File: src/rtl/lsu_thread.sv
// lsu_thread: per-thread load/store unit. It issues one memory access per
// REQUEST phase, waits for the memory to answer, and parks in DONE until the
// core reaches its UPDATE phase. An optional timeout aborts an access that is
// never acknowledged and flags the abort on lsu_error.
module lsu_thread #(
   parameter int ADDR_BITS      = 8,
   parameter int DATA_BITS      = 16,
   parameter int TIMEOUT_CYCLES = 255
) (
   input  logic                 clk,
   input  logic                 reset,
   input  logic                 enable,
   input  logic [2:0]           core_state,
   input  logic                 decoded_mem_read_enable,
   input  logic                 decoded_mem_write_enable,
   input  logic [DATA_BITS-1:0] rs,
   input  logic [DATA_BITS-1:0] rt,
   output logic                 mem_read_valid,
   output logic [ADDR_BITS-1:0] mem_read_address,
   input  logic                 mem_read_ready,
   input  logic [DATA_BITS-1:0] mem_read_data,
   output logic                 mem_write_valid,
   output logic [ADDR_BITS-1:0] mem_write_address,
   output logic [DATA_BITS-1:0] mem_write_data,
   input  logic                 mem_write_ready,
   output logic [1:0]           lsu_state,
   output logic [DATA_BITS-1:0] lsu_out,
   output logic                 lsu_error
);

   localparam logic [2:0] CORE_REQUEST = 3'b011;
   localparam logic [2:0] CORE_UPDATE  = 3'b110;

   // A zero timeout still needs a one-bit counter so the logic stays legal.
   localparam int CNT_W = (TIMEOUT_CYCLES > 0) ? $clog2(TIMEOUT_CYCLES + 1) : 1;
   localparam logic [CNT_W-1:0] CNT_MAX = '1;
   localparam logic [CNT_W-1:0] TO_VAL  = CNT_W'(TIMEOUT_CYCLES);

   typedef enum logic [1:0] {
      S_IDLE       = 2'b00,
      S_REQUESTING = 2'b01,
      S_WAITING    = 2'b10,
      S_DONE       = 2'b11
   } state_t;

   state_t                 state_q;
   logic                   is_read_q;
   logic [CNT_W-1:0]       cnt_q;
   logic [CNT_W-1:0]       cnt_d;
   logic                   rd_valid_q;
   logic                   wr_valid_q;
   logic [ADDR_BITS-1:0]   rd_addr_q;
   logic [ADDR_BITS-1:0]   wr_addr_q;
   logic [DATA_BITS-1:0]   wr_data_q;
   logic [DATA_BITS-1:0]   out_q;
   logic                   err_q;
   logic                   timeout_hit;
   logic                   ready_sel;
   logic                   unused_rs_hi;

   // Only the low address bits of rs are meaningful; the rest are discarded.
   assign unused_rs_hi = ^rs;

   // Saturating timeout increment, timeout detection and selected-channel ready.
   always_comb begin
      cnt_d       = (cnt_q == CNT_MAX) ? cnt_q : cnt_q + CNT_W'(1);
      timeout_hit = (TIMEOUT_CYCLES != 0) && (cnt_q == TO_VAL);
      ready_sel   = is_read_q ? mem_read_ready : mem_write_ready;
   end

   // Access sequencer: issue, wait for ready or timeout, hold result until UPDATE.
   always_ff @(posedge clk or negedge reset) begin
      if (!reset) begin
         state_q    <= S_IDLE;
         is_read_q  <= 1'b0;
         cnt_q      <= '0;
         rd_valid_q <= 1'b0;
         wr_valid_q <= 1'b0;
         rd_addr_q  <= '0;
         wr_addr_q  <= '0;
         wr_data_q  <= '0;
         out_q      <= '0;
         err_q      <= 1'b0;
      end else if (enable) begin
         case (state_q)
            S_IDLE: begin
               if (core_state == CORE_REQUEST &&
                   (decoded_mem_read_enable || decoded_mem_write_enable)) begin
                  // A load wins when both enables are set; the store is dropped.
                  is_read_q <= decoded_mem_read_enable;
                  err_q     <= 1'b0;
                  state_q   <= S_REQUESTING;
               end
            end
            S_REQUESTING: begin
               if (is_read_q) begin
                  rd_addr_q  <= rs[ADDR_BITS-1:0];
                  rd_valid_q <= 1'b1;
               end else begin
                  wr_addr_q  <= rs[ADDR_BITS-1:0];
                  wr_data_q  <= rt;
                  wr_valid_q <= 1'b1;
               end
               cnt_q   <= '0;
               state_q <= S_WAITING;
            end
            S_WAITING: begin
               // Ready is checked first so an answer on the timeout edge completes normally.
               if (ready_sel) begin
                  rd_valid_q <= 1'b0;
                  wr_valid_q <= 1'b0;
                  if (is_read_q) begin
                     out_q <= mem_read_data;
                  end
                  state_q <= S_DONE;
               end else if (timeout_hit) begin
                  rd_valid_q <= 1'b0;
                  wr_valid_q <= 1'b0;
                  err_q      <= 1'b1;
                  if (is_read_q) begin
                     out_q <= '0;
                  end
                  state_q <= S_DONE;
               end else begin
                  cnt_q <= cnt_d;
               end
            end
            S_DONE: begin
               if (core_state == CORE_UPDATE) begin
                  state_q <= S_IDLE;
               end
            end
            default: state_q <= S_IDLE;
         endcase
      end
   end

   assign mem_read_valid    = rd_valid_q;
   assign mem_read_address  = rd_addr_q;
   assign mem_write_valid   = wr_valid_q;
   assign mem_write_address = wr_addr_q;
   assign mem_write_data    = wr_data_q;
   assign lsu_state         = state_q;
   assign lsu_out           = out_q;
   assign lsu_error         = err_q;

endmodule

File: config.mk
export PLATFORM = sky130hd
export DESIGN_NAME = lsu_thread
export DESIGN_NICKNAME = d
export VERILOG_FILES = /design/src/rtl/lsu_thread.sv
export SDC_FILE = /design/constraint.sdc
export NUM_CORES = 1
export LEC_CHECK = 0
export BUFFER_PORTS_ARGS = -buffer_cell sky130_fd_sc_hd__buf_2
export CAP_MARGIN = 20
export CORE_ASPECT_RATIO = 1.4
export CORE_MARGIN = 4
export CORE_UTILIZATION = 54
export CTS_BUF_LIST = sky130_fd_sc_hd__clkbuf_4
export DETAILED_ROUTE_END_ITERATION = 6
export PLACE_DENSITY = 0.93
export SYNTH_ARGS = -nofsm -noshare
export SYNTH_HDL_FRONTEND = slang
export SYNTH_SLANG_ARGS = --single-unit
File: constraint.sdc
create_clock -name clk -period 4.6 [get_ports clk]
set_input_delay 0.69 -clock clk [delete_from_list [all_inputs] [get_ports clk]]
set_output_delay 0.69 -clock clk [all_outputs]
set_load 0.05 [all_outputs]
==> qor.csv, run 1 <==
metric,value,unit
Critical Path RT,4.90,ns
nets@finish,386,
Die X,68.5,um
final WL,6.25,mm
clock-pin slew on the worst setup and hold paths,0.11,ns
synthesis-stage register bit count,62,
critical path data arrival time,2.55,ns
register area share after synthesis,56.0,%
max incr delay on CP,0.63,ns
crit path cell chain,inv_1 -> ha_1 -> o2111ai_2 -> a22o_1,
Mapped Nets,282,
max-cap violation count,0,
"top cells by area, synth","dfrtp_1 56%, mux2_2 13%, a22o_1 5.4%",
part of the cycle the worst path needs,49.1,%
fillcell total,354,
initial antenna violation count,0,
vias in the first global route,2100,
Slew HR,49.0,%
CTS H-tree lvls,3,
WL/cell,16.0,um
die height,92.7,um
r2r worst-path depth,4,
outcome,"complete, no violations",
Num CTS Buffers,9,
storage element area,0.00155,mm^2
Commonest cells post-synth,"62 x dfrtp_1, 32 x mux2_2, 17 x a22o_1",
CTS Hold Buffers Added,0,
Fin. Hold Viols,0,
io pins,111,
Placer Congestion,0.859,
Ant. Diodes,0,
row cnt,30,
GRT Total Usage,20.6,%
Final HPWL DP,4.53,mm
# clock sinks,62,
Initial Util,56.3,%
first-pass GRT wire length,9.69,mm
layout cells sized above 1,48.0,%
area used by multi-input combinational logic,0.00115,mm^2
"area leader, netlist",dfrtp_1,
overall power,0.00272,W
PostCTS Resize Cnt,0,
DRC viols,0,
DR vias/cell,5.55,
Max clock buf depth,2,
DR pass1 iterations,5,
Post-synth ARST share,100,%
Starting DRT DRC Count,123,
crit path time final,2.26,ns
Clock Latency Late Sink,0.41,ns
TritonCTS clock tree,done,
fin. max-slew vios,0,
die footprint,0.00636,mm^2
Synth Instances,218,
synth warn,0,
cell area power density,786,mW/mm^2
Post-CTS Setup Bufs,0,
syn_area_per_cell,12.7,um^2
area delta synth->final,25.1,%
RSZ-0062 raised after global routing,false,
DP Cell Count,375,
synth unique cells,41,
final setup vio count,0,
Antenna Nets Post-Route,0,
Leak Pwr,1.71,nW
skew final,0.0194,ns
Post-Syn Area,0.00277,mm^2
Core Footprint,0.00492,mm^2
post-layout util,70.5,%
"count leader, synth",dfrtp_1,
Synth top area share,56.0,%
Peak Freq,443,MHz
final global-route overflow total,0,
largest net degree at the start of global routing,63,
type of origin of the critical path,register,
Crit Path Class,register to register,
port bufs,102,
HP Class,primary input to async pin,
Worst-Margin Slew,0.765,ns
clk root buf,clkbuf_4,
"Top FF cell, synth",dfrtp_1,
Post-synth EDFFs,0,
Crit-path slowest cell,ha_1,
WHS,0.421,ns
"Max FO, Critical Path",21,
Critical Path End Type,register,
TNS Setup,0,ns
peak supply drop,0.358,mV
Post-Layout Cell Count,391,
routed via count,2169,
[logic make-up after synthesis]
family          count (synthesis)  synth area share (%)
compound gates                 45                  13.5
fa+ha+maj                       6                  2.71
buf+inv                        15                  2.53
flops                          62                  56.0
mux                            37                  15.2
simple gates                   53                  10.1
[registers in the layout, summed over array words and instances, names as in the netlist]
signal             count
mem_read_address       8
mem_read_valid         1
lsu_state              2
mem_write_address      8
mem_write_data        16
mem_write_valid        1
cnt_q                  8
lsu_error              1
lsu_out               16
is_read_q              1
[cells in the final DEF, fill, tap and decap left out, types with 3 or more instances in the layout]
| master | netlist | layout |
|---|---|---|
| o21a_1 | 3 | 3 |
| nand4_1 | 4 | 4 |
| o31ai_1 | 3 | 3 |
| buf_2 | 4 | 102 |
| and3_1 | 3 | 3 |
| nand2_1 | 13 | 13 |
| ha_1 | 6 | 6 |
| a22o_1 | 17 | 17 |
| nor3_1 | 5 | 5 |
| dfrtp_1 | 62 | 62 |
| mux2_2 | 32 | 32 |
| nor2_1 | 6 | 6 |
| nand3_1 | 10 | 10 |
| clkinv_2 | 0 | 3 |
| inv_1 | 4 | 4 |
| a21oi_1 | 4 | 4 |
| nor2b_1 | 4 | 4 |
| o21ai_0 | 6 | 6 |
| clkbuf_4 | 0 | 10 |
[path summary, 6_finish.rpt]
kind	start	slack, ns	endpoint
max in group asynchronous	reset	3.66	lsu_out[2]
hold / removal	reset	0.42	cnt_q[7]
setup reg to reg	lsu_state[0]	2.34	lsu_out[7]
min in group clk	mem_read_data[15]	0.50	lsu_out[15]
hold reg to reg	mem_write_data[4]	0.51	mem_write_data[4]
setup / recovery	lsu_state[0]	2.34	lsu_out[7]
[area by class of cell]
type / count / share of cell area (%)
clock buffers: 10 / 2.17
multi-input cells: 141 / 33.2
well taps: 64 / 2.31
clock inverters: 6 / 1.77
flip-flops and latches: 62 / 44.8
repair buffers: 104 / 15.4
inverters: 4 / 0.433
[critical path, delay by kind of cell, from the launching register on]
family	cells	cell delay [ns]
fa+ha+maj	1	0.63
compound gates	2	0.94
buf+inv	1	0.13
flops	1	0.45
[power by group]
part           total [W]  switching (W)  internal (W)
registers       0.000901       0.000139      0.000762
clock network   0.000367       0.000196      0.000171
logic            0.00146        0.00104      0.000420
total            0.00272        0.00137       0.00135
[metal layers]
layer	wire [um]	up-vias	part of all wire, %	GRT usage [%]
met5	0	-	0	0
met4	145	0	2.3	13.8
met3	467	14	7.5	4.13
met2	3310	89	53	33.9
met1	2330	1043	37	23.1
li1	-	1023	-	-
[stage by stage]
step | setup WS (ns) | instance area [um^2]
global route | 2.22 | 3460
CTS | 2.39 | 3460
finish | 2.34 | 3460
detailed placement | 2.41 | 3330
floorplan | 2.43 | 2770
global placement | 2.13 | 3310
Power figures use the tool's default switching activity.
==> run 2: changes to the inputs <==
--- a/config.mk
+++ b/config.mk
@@ -9,10 +9,10 @@
 export CAP_MARGIN = 20
 export CORE_ASPECT_RATIO = 1.4
 export CORE_MARGIN = 4
-export CORE_UTILIZATION = 54
+export CORE_UTILIZATION = 45
 export CTS_BUF_LIST = sky130_fd_sc_hd__clkbuf_4
 export DETAILED_ROUTE_END_ITERATION = 6
-export PLACE_DENSITY = 0.93
+export PLACE_DENSITY = 0.83
 export SYNTH_ARGS = -nofsm -noshare
 export SYNTH_HDL_FRONTEND = slang
 export SYNTH_SLANG_ARGS = --single-unit
==> constraint.sdc (replaced) <==
create_clock -name clk -period 2 [get_ports clk]
set_input_delay 0.3 -clock clk [delete_from_list [all_inputs] [get_ports clk]]
set_output_delay 0.3 -clock clk [all_outputs]
set_load 0.05 [all_outputs]
==> qor.csv, run 2 (synthesis results as in run 1) <==
metric,value,unit,change
final setup margin,0.142,ns,-2.20 ns
Critical Path End Type,register,,
Critical Path RT,2.29,ns,-2.61 ns
clock-pin slew on the worst setup and hold paths,0.10,ns,about the same
crit path time final,1.86,ns,-0.400 ns
vias in the first global route,2184,,+4.0%
most frequent cells in the layout,"102 x buf_2, 60 x dfrtp_1, 32 x mux2_2, 17 x a22o_1, 13 x nand2_1",,
die height,101,um,+8.7%
final WL,6.16,mm,-1.5%
routed via count,2160,,-0.41%
Crit Path Class,register to register,,
fin. max-slew vios,0,,unchanged
Core Footprint,0.00590,mm^2,+20%
die footprint,0.00749,mm^2,+18%
final instance area,0.00351,mm^2,+1.2%
peak supply drop,0.906,mV,+150%
Clock Latency Late Sink,0.39,ns,-0.02 ns
largest net degree at the start of global routing,63,,unchanged
DR vias/cell,5.36,,-3.4%
final setup vio count,0,,unchanged
TritonCTS clock tree,done,,
Antenna Nets Post-Route,0,,unchanged
critical path data arrival time,2.14,ns,-0.41 ns
DR pass1 iterations,4,,-1
HP Class,primary input to register,,
Buffers & Inverters on Critical Path,0,,-1
initial antenna violation count,1,,+1
row cnt,33,,+10%
first-pass GRT wire length,9.69,mm,about the same
Die X,74.3,um,+8.4%
RSZ-0062 raised after global routing,false,,
Max clock buf depth,2,,unchanged
part of the cycle the worst path needs,92.9,%,+44 points
Worst-Margin Slew,0.483,ns,-0.282 ns
Leak Pwr,1.72,nW,+0.87%
"most common cell after layout, fill and taps aside",buf_2,,
cell area power density,1750,mW/mm^2,+120%
Starting DRT DRC Count,61,,-50%
pre-CTS setup slack,0.0824,ns,-2.33 ns
skew final,0.00978,ns,-0.00958 ns
crit-path leading delay family,compound AO/OA/AOI/OAI gates,,
crit path cell chain,ha_1 -> nand4_1 -> o21a_1 -> a211oi_2 -> mux2_4,,
nets@finish,392,,+1.6%
area delta synth->final,26.6,%,
final global-route overflow total,0,,unchanged
dpl cell area,0.00338,mm^2,+1.6%
Initial Util,46.9,%,-9.4 points
CTS H-tree lvls,3,,unchanged
Fin. Hold Viols,0,,unchanged
TNS Setup,0,ns,unchanged
"Max FO, Critical Path",5,,-76%
Placer Congestion,0.888,,+3.3%
outcome,"complete, no violations",,
max incr delay on CP,0.44,ns,-0.19 ns
Post-CTS Setup Bufs,0,,unchanged
GRT Total Usage,17.0,%,-3.6 points
WL/cell,15.3,um,-4.4%
clk root buf,clkbuf_4,,
port bufs,102,,unchanged
max-cap violation count,0,,unchanged
Num CTS Buffers,9,,unchanged
Peak Freq,538,MHz,+22%
io pins,111,,unchanged
Crit-path slowest cell,dfrtp_1,,
type of origin of the critical path,register,,
layout cells sized above 1,48.8,%,+0.78 points
DRC viols,0,,unchanged
Slew HR,67.8,%,+19 points
Final HPWL DP,4.53,mm,-0.16%
# clock sinks,62,,unchanged
run 2: changes by cell type in the layout (fill, tap and decap cells not counted), sizes merged:
cell | previous run | this run
inv | 5 | 4
diode | 0 | 1
buf | 104 | 109
clkinv | 3 | 5
bufinv | 1 | 0
dlygate4sd3 | 0 | 1
clkinvlp | 1 | 0
run 2: path summary, 6_finish.rpt:
| path | cells after the start | slack (ns) | end | start |
|---|---|---|---|---|
| worst min register to register | 1 | 0.51 | lsu_out[5] | lsu_out[5] |
| min in group asynchronous | 3 | 0.42 | cnt_q[6] | reset |
| max in group asynchronous | 3 | 1.29 | mem_write_data[4] | reset |
| worst max register to register | 5 | 0.14 | lsu_state[1] | cnt_q[1] |
| worst max-delay path | 5 | 0.14 | lsu_state[1] | cnt_q[1] |
| worst min-delay path | 2 | 0.12 | lsu_out[1] | mem_read_data[1] |
run 2: area by class of cell:
| type | instances | area, um^2 |
|---|---|---|
| Antenna cell | 1 | 2.50 |
| Sequential cell | 62 | 1550 |
| Clock inverter | 5 | 27.5 |
| Clock buffer | 10 | 75.1 |
| Inverter | 4 | 15.0 |
| Fill cell | 503 | 2400 |
| Timing Repair Buffer | 110 | 586 |
| Multi-Input combinational cell | 141 | 1160 |
| Tap cell | 70 | 87.6 |
run 2: what timing repair did:
action,4_1_cts,5_1_grt
hold buffers,1,0
gates resized for setup,0,1
setup endpoints to repair,0,16
endpoints found under the hold margin,62,0
run 2: stage by stage:
step                      hold slack [ns]  instances  power (W)  util, %
after floorplan                   0.00441        218    0.00467        -
after global placement              0.330        386    0.00542     57.3
after detailed placement            0.336        386    0.00551     57.3
after CTS                          0.0857        402    0.00621     59.2
after global routing               0.0844        403    0.00649     59.4
final                               0.117        403    0.00615     59.4
run 2: where the power goes:
| group | leakage (nW) | internal (W) | switching [W] |
|---|---|---|---|
| Clock | 0.0634 | 0.000255 | 0.000430 |
| Combinational | 0.887 | 0.00101 | 0.00238 |
| Sequential | 0.769 | 0.00176 | 0.000322 |
run 2: per-layer routing:
layer	vias up	part of all wire, %	track usage (%)
met4	0	2.4	10.3
li1	1027	-	-
met1	1044	38	19.6
met3	9	6.3	3.69
met2	80	54	28.3
met5	-	0	0
==> run 3: changes to the inputs <==
--- a/config.mk
+++ b/config.mk
@@ -5,7 +5,7 @@
 export SDC_FILE = /design/constraint.sdc
 export NUM_CORES = 1
 export LEC_CHECK = 0
-export BUFFER_PORTS_ARGS = -buffer_cell sky130_fd_sc_hd__buf_2
+export BUFFER_PORTS_ARGS = -buffer_cell sky130_fd_sc_hd__buf_4
 export CAP_MARGIN = 20
 export CORE_ASPECT_RATIO = 1.4
 export CORE_MARGIN = 4
@@ -13,6 +13,7 @@
 export CTS_BUF_LIST = sky130_fd_sc_hd__clkbuf_4
 export DETAILED_ROUTE_END_ITERATION = 6
 export PLACE_DENSITY = 0.83
+export REMOVE_ABC_BUFFERS = 1
 export SYNTH_ARGS = -nofsm -noshare
 export SYNTH_HDL_FRONTEND = slang
 export SYNTH_SLANG_ARGS = --single-unit
==> qor.csv, run 3 (synthesis results as in run 1) <==
metric,value,unit,change
outcome,"complete, no violations",,
cell area power density,1760,mW/mm^2,+0.31%
dpl cell area,0.00364,mm^2,+7.7%
final global-route overflow total,0,,unchanged
DRC viols,0,,unchanged
Ant. Diodes,0,,-1
crit path time final,1.82,ns,-0.0351 ns
Initial Util,46.9,%,unchanged
"Max FO, Critical Path",4,,-1
vias in the first global route,2231,,+2.2%
row cnt,33,,unchanged
Post-Layout Cell Count,406,,+0.74%
layout cells sized above 1,49.1,%,+0.31 points
HP Class,primary input to register,,
# clock sinks,62,,unchanged
Critical Path End Type,register,,
Antenna Nets Post-Route,0,,unchanged
WL/cell,16.8,um,+9.6%
DP Cell Count,387,,+0.26%
WHS,0.104,ns,-0.0129 ns
Crit Path Class,register to register,,
final setup vio count,0,,unchanged
fillcell total,457,,-9.1%
Peak Freq,548,MHz,+1.9%
routed via count,2199,,+1.8%
area delta synth->final,37.7,%,
area used by multi-input combinational logic,0.00116,mm^2,+0.22%
type of origin of the critical path,register,,
final setup margin,0.177,ns,+0.0351 ns
TritonCTS clock tree,done,,
nets@finish,396,,+1.0%
Slew HR,48.3,%,-19 points
Core Footprint,0.00590,mm^2,unchanged
Starting DRT DRC Count,143,,+130%
overall power,0.00671,W,+9.1%
DR vias/cell,5.42,,+1.1%
Placer Congestion,0.915,,+3.1%
Final HPWL DP,4.95,mm,+9.3%
Die X,74.3,um,unchanged
final WL,6.80,mm,+10%
pre-CTS setup slack,0.117,ns,+0.0343 ns
clk root buf,clkbuf_4,,
"most common cell after layout, fill and taps aside",buf_4,,
Num CTS Buffers,9,,unchanged
Fin. Hold Viols,0,,unchanged
Worst-Margin Slew,0.775,ns,+0.292 ns
GRT Total Usage,19.3,%,+2.3 points
critical path data arrival time,2.13,ns,about the same
initial antenna violation count,0,,-1
Max clock buf depth,2,,unchanged
most frequent cells in the layout,"112 x buf_4, 62 x dfrtp_1, 32 x mux2_2, 17 x a22o_1, 13 x nand2_1",,
storage element area,0.00155,mm^2,-0.16%
CTS H-tree lvls,3,,unchanged
final instance area,0.00381,mm^2,+8.7%
Clock Latency Late Sink,0.40,ns,about the same
first-pass GRT wire length,10.9,mm,+13%
max-cap violation count,0,,unchanged
Leak Pwr,1.82,nW,+5.9%
skew final,0.0153,ns,+0.00547 ns
largest net degree at the start of global routing,63,,unchanged
clock-pin slew on the worst setup and hold paths,0.11,ns,about the same
io pins,111,,unchanged
Critical Path RT,2.31,ns,+0.02 ns
part of the cycle the worst path needs,91.2,%,-1.8 points
die footprint,0.00749,mm^2,unchanged
port bufs,102,,unchanged
Crit-path slowest cell,dfrtp_1,,
crit path cell chain,inv_1 -> ha_1 -> nand2_1 -> a2111oi_4 -> mux2_1 -> o2111ai_1,,
max incr delay on CP,0.41,ns,-0.03 ns
die height,101,um,unchanged
DR pass1 iterations,4,,unchanged
peak supply drop,0.718,mV,-21%
fin. max-slew vios,0,,unchanged
RSZ-0062 raised after global routing,false,,
-- run 3: changes by cell type in the layout (fill, tap and decap cells not counted) --
cell,change
buf_2,-102
buf_4,+106
bufinv_16,+1
clkinv_2,-1
clkinv_4,-1
clkinvlp_4,+1
dfrtp_1,+2
dfrtp_2,-2
diode_2,-1
ha_1,-1
ha_2,+1
-- run 3: worst paths after layout --
check                             startpoint            endpoint  slack, ns  depth (start not counted)
max                             lsu_state[0]            cnt_q[5]       0.18                          6
min                         mem_read_data[5]          lsu_out[5]       0.10                          2
max reg2reg                     lsu_state[0]            cnt_q[5]       0.18                          6
min reg2reg                mem_write_data[7]   mem_write_data[7]       0.51                          1
max in group asynchronous              reset  mem_write_data[10]       0.98                          2
min in group asynchronous              reset        lsu_state[1]       0.51                          2
-- run 3: repair_timing --
action | in CTS | in global routing
endpoints found under the hold margin | 61 | 0
resized for setup | 0 | 2
hold buffers | 1 | 0
setup endpoints to repair | 0 | 19
buffers inserted | 0 | 3
-- run 3: power breakdown --
part,internal (W),switching [W]
logic,0.00137,0.00246
registers,0.00175,0.000314
clock network,0.000380,0.000436
total,0.00350,0.00321
-- run 3: per-layer routing --
| metal | routed length (um) | share of wire, % | up-vias | global-route usage, % |
|---|---|---|---|---|
| met3 | 543 | 8.0 | 9 | 6.19 |
| met1 | 2500 | 37 | 1065 | 22.2 |
| met4 | 102 | 1.5 | 0 | 6.99 |
| li1 | - | - | 1038 | - |
| met2 | 3650 | 54 | 87 | 33.2 |
| met5 | 0 | 0 | - | 0 |
-- run 3: stage by stage --
| stage | utilization (%) | setup TNS, ns |
|---|---|---|
| detailed placement | 61.7 | 0 |
| finish | 64.6 | 0 |
| CTS | 64.0 | 0 |
| global placement | 61.7 | 0 |
| floorplan | - | -7.01 |
| global route | 64.6 | 0 |
-- run 3: layout make-up --
| type | count | share of cell area [%] |
|---|---|---|
| clock buffers | 10 | 1.97 |
| clock inverters | 5 | 1.35 |
| inverters | 4 | 0.394 |
| multi-input cells | 141 | 30.5 |
| flip-flops and latches | 62 | 40.7 |
| well taps | 70 | 2.30 |
| repair buffers | 114 | 22.8 |
-- run 3: critical path: cells and delay by family (launching register included) --
family                   cells  cell delay (ns)
adder cells (fa/ha/maj)      1             0.32
buffers and inverters        1             0.09
AND/OR/NAND/NOR              1             0.13
flip-flops                   1             0.41
multiplexers                 1             0.36
AO/OA/AOI/OAI                2             0.41
